$ cat src/rtl/amplitude_scheduler_pkg.sv
// Shared definitions for the amplitude scheduler: scheduler FSM encoding
// and the offset-binary silence constant.
package amplitude_scheduler_pkg;

  typedef enum logic [1:0] {
    ST_IDLE  = 2'd0,
    ST_ISSUE = 2'd1,
    ST_DRAIN = 2'd2,
    ST_DONE  = 2'd3
  } sched_state_e;

  // Silence in offset binary is the MSB-only code; callers cast to their width.
  localparam logic [11:0] SILENCE_12 = 12'h800;

  function automatic logic [31:0] silence_word(input int bits);
    silence_word = 32'd1 << (bits - 1);
  endfunction

endpackage

$ cat src/rtl/amp_mult_stage.sv
// Registered single-voice scaler: offset-binary sample times unsigned amplitude,
// keeping the top DATA_BITS of the product, result returned in offset binary.
module amp_mult_stage
  import amplitude_scheduler_pkg::*;
#(
  parameter int DATA_BITS      = 12,
  parameter int AMPLITUDE_BITS = 8,
  parameter int TAG_BITS       = 2
) (
  input  logic                      clk,
  input  logic                      rst_n,
  input  logic                      issue_valid,
  input  logic [TAG_BITS-1:0]       issue_tag,
  input  logic [DATA_BITS-1:0]      sample,
  input  logic [AMPLITUDE_BITS-1:0] amp,
  output logic                      result_valid,
  output logic [TAG_BITS-1:0]       result_tag,
  output logic [DATA_BITS-1:0]      result
);

  localparam int PROD_BITS = DATA_BITS + AMPLITUDE_BITS;
  localparam logic [DATA_BITS-1:0] SILENCE = DATA_BITS'(silence_word(DATA_BITS));

  logic signed [DATA_BITS-1:0]    sample_signed_s;
  logic signed [AMPLITUDE_BITS:0] amp_signed_s;
  logic signed [PROD_BITS-1:0]    product_s;
  logic [DATA_BITS-1:0]           scaled_s;

  // Signed multiply; the product always fits PROD_BITS since amp is non-negative.
  always_comb begin
    sample_signed_s = $signed({~sample[DATA_BITS-1], sample[DATA_BITS-2:0]});
    amp_signed_s    = $signed({1'b0, amp});
    product_s       = PROD_BITS'(sample_signed_s) * PROD_BITS'(amp_signed_s);
    scaled_s        = {~product_s[PROD_BITS-1], product_s[PROD_BITS-2:AMPLITUDE_BITS]};
  end

  // Output register of the multiplier stage, tag travels with the result.
  always_ff @(posedge clk) begin
    if (!rst_n) begin
      result_valid <= 1'b0;
      result_tag   <= {TAG_BITS{1'b0}};
      result       <= SILENCE;
    end else begin
      result_valid <= issue_valid;
      if (issue_valid) begin
        result_tag <= issue_tag;
        result     <= scaled_s;
      end
    end
  end

endmodule

$ cat src/rtl/amplitude_scheduler.sv
// Time-shares one registered multiplier across NUM_VOICES voices per frame,
// producing per-voice scaled samples and their average.
module amplitude_scheduler
  import amplitude_scheduler_pkg::*;
#(
  parameter int NUM_VOICES     = 4,
  parameter int DATA_BITS      = 12,
  parameter int AMPLITUDE_BITS = 8
) (
  input  logic                                 clk,
  input  logic                                 rst_n,
  input  logic                                 sample_strobe,
  input  logic [NUM_VOICES*DATA_BITS-1:0]      din,
  input  logic [NUM_VOICES*AMPLITUDE_BITS-1:0] amplitude,
  output logic [NUM_VOICES*DATA_BITS-1:0]      dout,
  output logic [DATA_BITS-1:0]                 mix_out,
  output logic                                 busy,
  output logic                                 done,
  output logic                                 overrun
);

  localparam int IDX_W = $clog2(NUM_VOICES);
  localparam int ACC_W = DATA_BITS + IDX_W;
  localparam logic [DATA_BITS-1:0] SILENCE = DATA_BITS'(silence_word(DATA_BITS));
  localparam logic [IDX_W-1:0] LAST_IDX = IDX_W'(NUM_VOICES - 1);

  sched_state_e state_r, state_next_s;

  logic [IDX_W-1:0]                      idx_r;
  logic [NUM_VOICES*DATA_BITS-1:0]       din_snap_r;
  logic [NUM_VOICES*AMPLITUDE_BITS-1:0]  amp_snap_r;
  logic [NUM_VOICES*DATA_BITS-1:0]       dout_r;
  logic [DATA_BITS-1:0]                  mix_r;
  logic signed [ACC_W-1:0]               acc_r;
  logic                                  busy_r;
  logic                                  done_r;
  logic                                  overrun_r;

  logic                                  issue_s;
  logic                                  start_s;
  logic [DATA_BITS-1:0]                  issue_din_s;
  logic [AMPLITUDE_BITS-1:0]             issue_amp_s;
  logic                                  prod_valid_s;
  logic [IDX_W-1:0]                      prod_idx_s;
  logic [DATA_BITS-1:0]                  prod_s;
  logic [ACC_W-1:0]                      prod_ext_s;
  logic signed [ACC_W-1:0]               acc_sum_s;
  logic signed [ACC_W-1:0]               mix_shift_s;
  logic [DATA_BITS-1:0]                  mix_s;

  // FSM state register.
  always_ff @(posedge clk) begin
    if (!rst_n) begin
      state_r <= ST_IDLE;
    end else begin
      state_r <= state_next_s;
    end
  end

  // Next-state logic and issue control.
  always_comb begin
    state_next_s = state_r;
    issue_s      = 1'b0;
    start_s      = 1'b0;
    case (state_r)
      ST_IDLE: begin
        if (sample_strobe) begin
          start_s      = 1'b1;
          state_next_s = ST_ISSUE;
        end else begin
          state_next_s = ST_IDLE;
        end
      end
      ST_ISSUE: begin
        issue_s = 1'b1;
        if (idx_r == LAST_IDX) begin
          state_next_s = ST_DRAIN;
        end else begin
          state_next_s = ST_ISSUE;
        end
      end
      ST_DRAIN: state_next_s = ST_DONE;
      ST_DONE:  state_next_s = ST_IDLE;
      default:  state_next_s = ST_IDLE;
    endcase
  end

  // Operand selection from the snapshot and accumulate/average arithmetic.
  always_comb begin
    issue_din_s = din_snap_r[int'(idx_r)*DATA_BITS +: DATA_BITS];
    issue_amp_s = amp_snap_r[int'(idx_r)*AMPLITUDE_BITS +: AMPLITUDE_BITS];
    prod_ext_s  = {{IDX_W{~prod_s[DATA_BITS-1]}}, ~prod_s[DATA_BITS-1], prod_s[DATA_BITS-2:0]};
    acc_sum_s   = acc_r + $signed(prod_ext_s);
    mix_shift_s = acc_sum_s >>> IDX_W;
    mix_s       = {~mix_shift_s[DATA_BITS-1], mix_shift_s[DATA_BITS-2:0]};
  end

  amp_mult_stage #(
    .DATA_BITS      (DATA_BITS),
    .AMPLITUDE_BITS (AMPLITUDE_BITS),
    .TAG_BITS       (IDX_W)
  ) u_mult (
    .clk          (clk),
    .rst_n        (rst_n),
    .issue_valid  (issue_s),
    .issue_tag    (idx_r),
    .sample       (issue_din_s),
    .amp          (issue_amp_s),
    .result_valid (prod_valid_s),
    .result_tag   (prod_idx_s),
    .result       (prod_s)
  );

  // Snapshot, voice index, accumulator, result slots and status flags.
  always_ff @(posedge clk) begin
    if (!rst_n) begin
      idx_r      <= {IDX_W{1'b0}};
      din_snap_r <= {(NUM_VOICES*DATA_BITS){1'b0}};
      amp_snap_r <= {(NUM_VOICES*AMPLITUDE_BITS){1'b0}};
      acc_r      <= {ACC_W{1'b0}};
      dout_r     <= {NUM_VOICES{SILENCE}};
      mix_r      <= SILENCE;
      busy_r     <= 1'b0;
      done_r     <= 1'b0;
      overrun_r  <= 1'b0;
    end else begin
      busy_r    <= (state_next_s != ST_IDLE);
      done_r    <= (state_r == ST_DRAIN);
      overrun_r <= sample_strobe && (state_r != ST_IDLE);
      if (start_s) begin
        din_snap_r <= din;
        amp_snap_r <= amplitude;
        idx_r      <= {IDX_W{1'b0}};
        acc_r      <= {ACC_W{1'b0}};
      end else begin
        if (issue_s) begin
          idx_r <= idx_r + IDX_W'(1);
        end
        if (prod_valid_s) begin
          acc_r <= acc_sum_s;
          dout_r[int'(prod_idx_s)*DATA_BITS +: DATA_BITS] <= prod_s;
        end
      end
      // The last voice lands in DRAIN, so the average is registered here to
      // be visible together with the done pulse.
      if (state_r == ST_DRAIN) begin
        mix_r <= mix_s;
      end
    end
  end

  assign dout    = dout_r;
  assign mix_out = mix_r;
  assign busy    = busy_r;
  assign done    = done_r;
  assign overrun = overrun_r;

endmodule

$ cat config.mk
export PLATFORM = sky130hd
export DESIGN_NAME = amplitude_scheduler
export DESIGN_NICKNAME = d
export VERILOG_FILES = /design/src/rtl/amplitude_scheduler_pkg.sv /design/src/rtl/amp_mult_stage.sv /design/src/rtl/amplitude_scheduler.sv
export SDC_FILE = /design/constraint.sdc
export NUM_CORES = 1
export LEC_CHECK = 0
export BUFFER_PORTS_ARGS = -buffer_cell sky130_fd_sc_hd__buf_4
export CAP_MARGIN = 25
export CORE_ASPECT_RATIO = 0.7
export CORE_UTILIZATION = 45
export DETAILED_ROUTE_END_ITERATION = 8
export PLACE_DENSITY_LB_ADDON = 0.12
export SLEW_MARGIN = 5
export SYNTH_ARGS = -nofsm -noshare
export SYNTH_HDL_FRONTEND = slang
export SYNTH_HIERARCHICAL = 1
export SYNTH_SLANG_ARGS = --single-unit
$ cat constraint.sdc
create_clock -name clk -period 7.5 [get_ports clk]
set_input_delay 1.5 -clock clk [delete_from_list [all_inputs] [get_ports clk]]
set_output_delay 1.5 -clock clk [all_outputs]
set_load 0.03 [all_outputs]
==> reports/results.txt <==
# setup viols final - 0
CTS root buffer - clkbuf_16
Vias post-DR - 9649
Starting DRT DRC Count - 800
Highest metal layer with signal wires - met4
IO Count - 146
Count leader, synth - nand2_1
Fmax - 170.6 MHz
Congestion Overflow GR - 0
CTS tree - built
Setup tns final - 0 ps
Clock skew - 11.43 ps
Yosys cell types - 69
Startpoint types - register
Placed Instances - 1738
Crit path time final - 5862 ps
Final hold violation count - 0
Worst Hold End - amp_snap_r[20]
Status - completed
Post-synth EDFFs - 0
R2R Path End - u_mult/result[7]
Post-CTS Hold Buffers - 0
Post-CTS Setup Inserts - 0
Final cell count without fillers - 1772
Hpwl dp - 22670 um
Post-synthesis async set-or-reset flop share - 0%
Routed wire length - 30530 um
Mean Syn Cell Area - 8.488 sq um
WS Path Type - reg -> reg
Cts repair resizes - 0
Post-Syn Nets - 1557
Worst skew pair latency - 440 ps
Initial Util - 46.07%
Crit path DAT - 6230 ps
Metal-1 WL - 15960 um
Met2 WL - 12270 um
Vias/cell - 5.445
Worst r2r src - idx_r[0]
Sequential fraction of the synthesis area - 30.91%
WL met3 - 2120 um
HP Start - amp_snap_r[20]
Tot GR Track Use - 24.12%
Pins Over Slew Limit - 0
Crit-path max FO - 13
GP Congestion - 0.8653
Std-Cell Rows - 48
Detailed Routing Iterations Pass 1 - 5
Antenna diodes - 0
VDD IR max - 0.1787 mV
Share of cells above drive strength 1 - 15.76%
Period utilization - 78.16%
Core Region - 24740 sq um
Leading area contributor after synthesis - dfxtp_1
Die area - 25980 sq um
Hold path depth - 2
HP Class - reg -> reg
Initial antenna violation count - 0
Clock Sinks - 176
Static Leakage - 5.694 nW
Slew HR - 42.00%
Synth Register Bits - 176
Main area contributors after synthesis - dfxtp_1 (31%), fa_1 (13%), nand2_1 (8.8%), a21oi_1 (6.4%), ha_1 (6.0%)
Maxcap violations - 0
Warnings, synthesis - 6
Layout area overhead - 15.68%
R2R cell count - 17
Die Width - 192.2 um
Reg-to-reg setup timing slack - 1640 ps
Crit. End Element - register
Cells after synthesis - 1343
Die Y - 135.2 um
Share of the synthesized area in the top cell type - 30.91%
P per Cell Area - 191.2 nW/um^2
Prevailing post-synth register cell - dfxtp_1
Final net count - 1648
Number of global-route vias before repair - 8999
Residual DRC count - 0
RSZ-0062 raised after global routing - false
Global-route wire length before repair - 48770 um
Clock Pin Slew Worst Setup and Hold Paths - 70 ps
Port bufs - 145
Antenna Nets Post-Route - 0
Largest net degree at the start of global routing - 82
Longest Clk Path Bufs - 2
FILL cells - 2386
Worst slew pin tran - 870.0 ps
CTS H-tree lvls - 4
Num CTS Buffers - 17
WL per Instance - 17.23 um
Top cells by count, synth - nand2_1 (266), dfxtp_1 (176), a21oi_1 (146), inv_1 (115), fa_1 (76)
Post-synthesis cell area - 11400 sq um
WP data required - 7870 ps
-- routing by layer --
metal  vias up  track usage [%]
li1       4686                -
met1      4655            38.85
met2       295            32.27
met3        13            5.180
met4         0            4.681
met5         -                0
-- worst max-delay path, cell delays in order, from the launching register on --
cell and delay, ps:
dfxtp_1 510, buf_16 210, buf_4 220, mux4_2 680, nand2_1 150, fa_1 420
inv_1 100, fa_1 440, fa_1 490, inv_1 50, fa_1 520, inv_1 40
ha_1 500, nand2_1 150, o41ai_2 500, o21bai_1 200, a2111oi_0 430, a311o_1 170
-- how the worst max path moves through the flow --
stage / startpoint / end / slack (ps) / cells past startpoint
2_1_floorplan: idx_r[1] / u_mult/result[8] / 1830 / 17
3_3_place_gp: idx_r[0] / u_mult/result[8] / 1420 / 15
3_5_place_dp: idx_r[0] / u_mult/result[7] / 1240 / 16
4_1_cts: idx_r[0] / u_mult/result[7] / 1220 / 16
5_1_grt: idx_r[1] / u_mult/result[10] / 1350 / 15
6_report: idx_r[0] / u_mult/result[7] / 1640 / 17
-- cell usage in the layout (no fill, tap or decap), types with 3 or more instances in the layout --
master | Yosys | layout
a211oi_1 | 10 | 10
a21o_1 | 6 | 6
a21oi_1 | 146 | 146
a22oi_1 | 18 | 18
a2bb2oi_1 | 9 | 9
a311o_1 | 5 | 5
a31oi_1 | 4 | 4
a32oi_1 | 3 | 3
and2_1 | 52 | 52
and2_2 | 5 | 5
and3_1 | 12 | 12
buf_4 | 1 | 154
clkbuf_16 | 0 | 17
dfxtp_1 | 176 | 176
fa_1 | 76 | 76
ha_1 | 55 | 55
inv_1 | 115 | 114
inv_6 | 0 | 4
inv_8 | 0 | 3
mux2i_1 | 15 | 15
mux4_2 | 20 | 20
nand2_1 | 266 | 265
nand2b_1 | 11 | 11
nand3_1 | 40 | 40
nand4_1 | 13 | 13
nor2_1 | 63 | 63
nor2b_1 | 12 | 12
nor3_1 | 17 | 17
nor4_1 | 8 | 8
o211ai_1 | 7 | 7
o21a_1 | 7 | 7
o21ai_0 | 20 | 20
o21ai_1 | 4 | 4
o21bai_1 | 5 | 5
o22ai_1 | 3 | 3
or3_1 | 6 | 6
xnor2_1 | 11 | 11
xor2_1 | 5 | 5
-- per-stage QoR --
stage          power [mW]  cell area [sq um]  util, %  hold WS, ps  setup slack [ps]
3_3_place_gp        1.625              12570    50.79        440.0              1418
6_report            2.521              13190    53.30        452.0              1638
5_1_grt             2.658              13190    53.30        468.3              1352
4_1_cts             2.535              13150    53.16        453.9              1222
2_1_floorplan       1.464              11400        -        433.1              1834
3_5_place_dp        1.633              12570    50.79        444.9              1245
-- sequential cells by signal, indices dropped and copies added, names as in the netlist --
signal	cells
idx_r	2
acc_r	14
done	1
dout	48
busy	1
din_snap_r	48
u_mult/result_valid	1
mix_out	12
u_mult/result_tag	2
u_mult/result	12
amp_snap_r	32
state_r	2
overrun	1
-- cell type report --
cell class	instances	area, sq um	area share (%)
inverters	116	437.9	3.321
flip-flops and latches	176	3523	26.72
clock buffers	19	442.9	3.359
well taps	325	406.6	3.084
clock inverters	13	141.4	1.072
multi-input cells	968	7052	53.47
repair buffers	155	1184	8.975
-- report_power, final --
group	leakage (nW)	switching, mW	internal [mW]
combinational	3.97	0.362	0.232
sequential	1.43	0.0548	0.977
clock	0.287	0.416	0.480
total	5.69	0.833	1.69
-- cell families (layout without fill, tap and decap cells) --
group / count (synthesis) / in the layout / synth area share (%)
AOI/OAI and AO/OA: 267 / 267 / 14.54
xor gates and xnor gates: 18 / 18 / 1.624
adders and majority gates: 131 / 131 / 19.38
buffers and inverters: 199 / 303 / 7.299
DFF: 176 / 176 / 30.91
muxes: 36 / 36 / 5.367
and+or+nand+nor: 516 / 516 / 20.88
(Power assumes the default switching activity.)
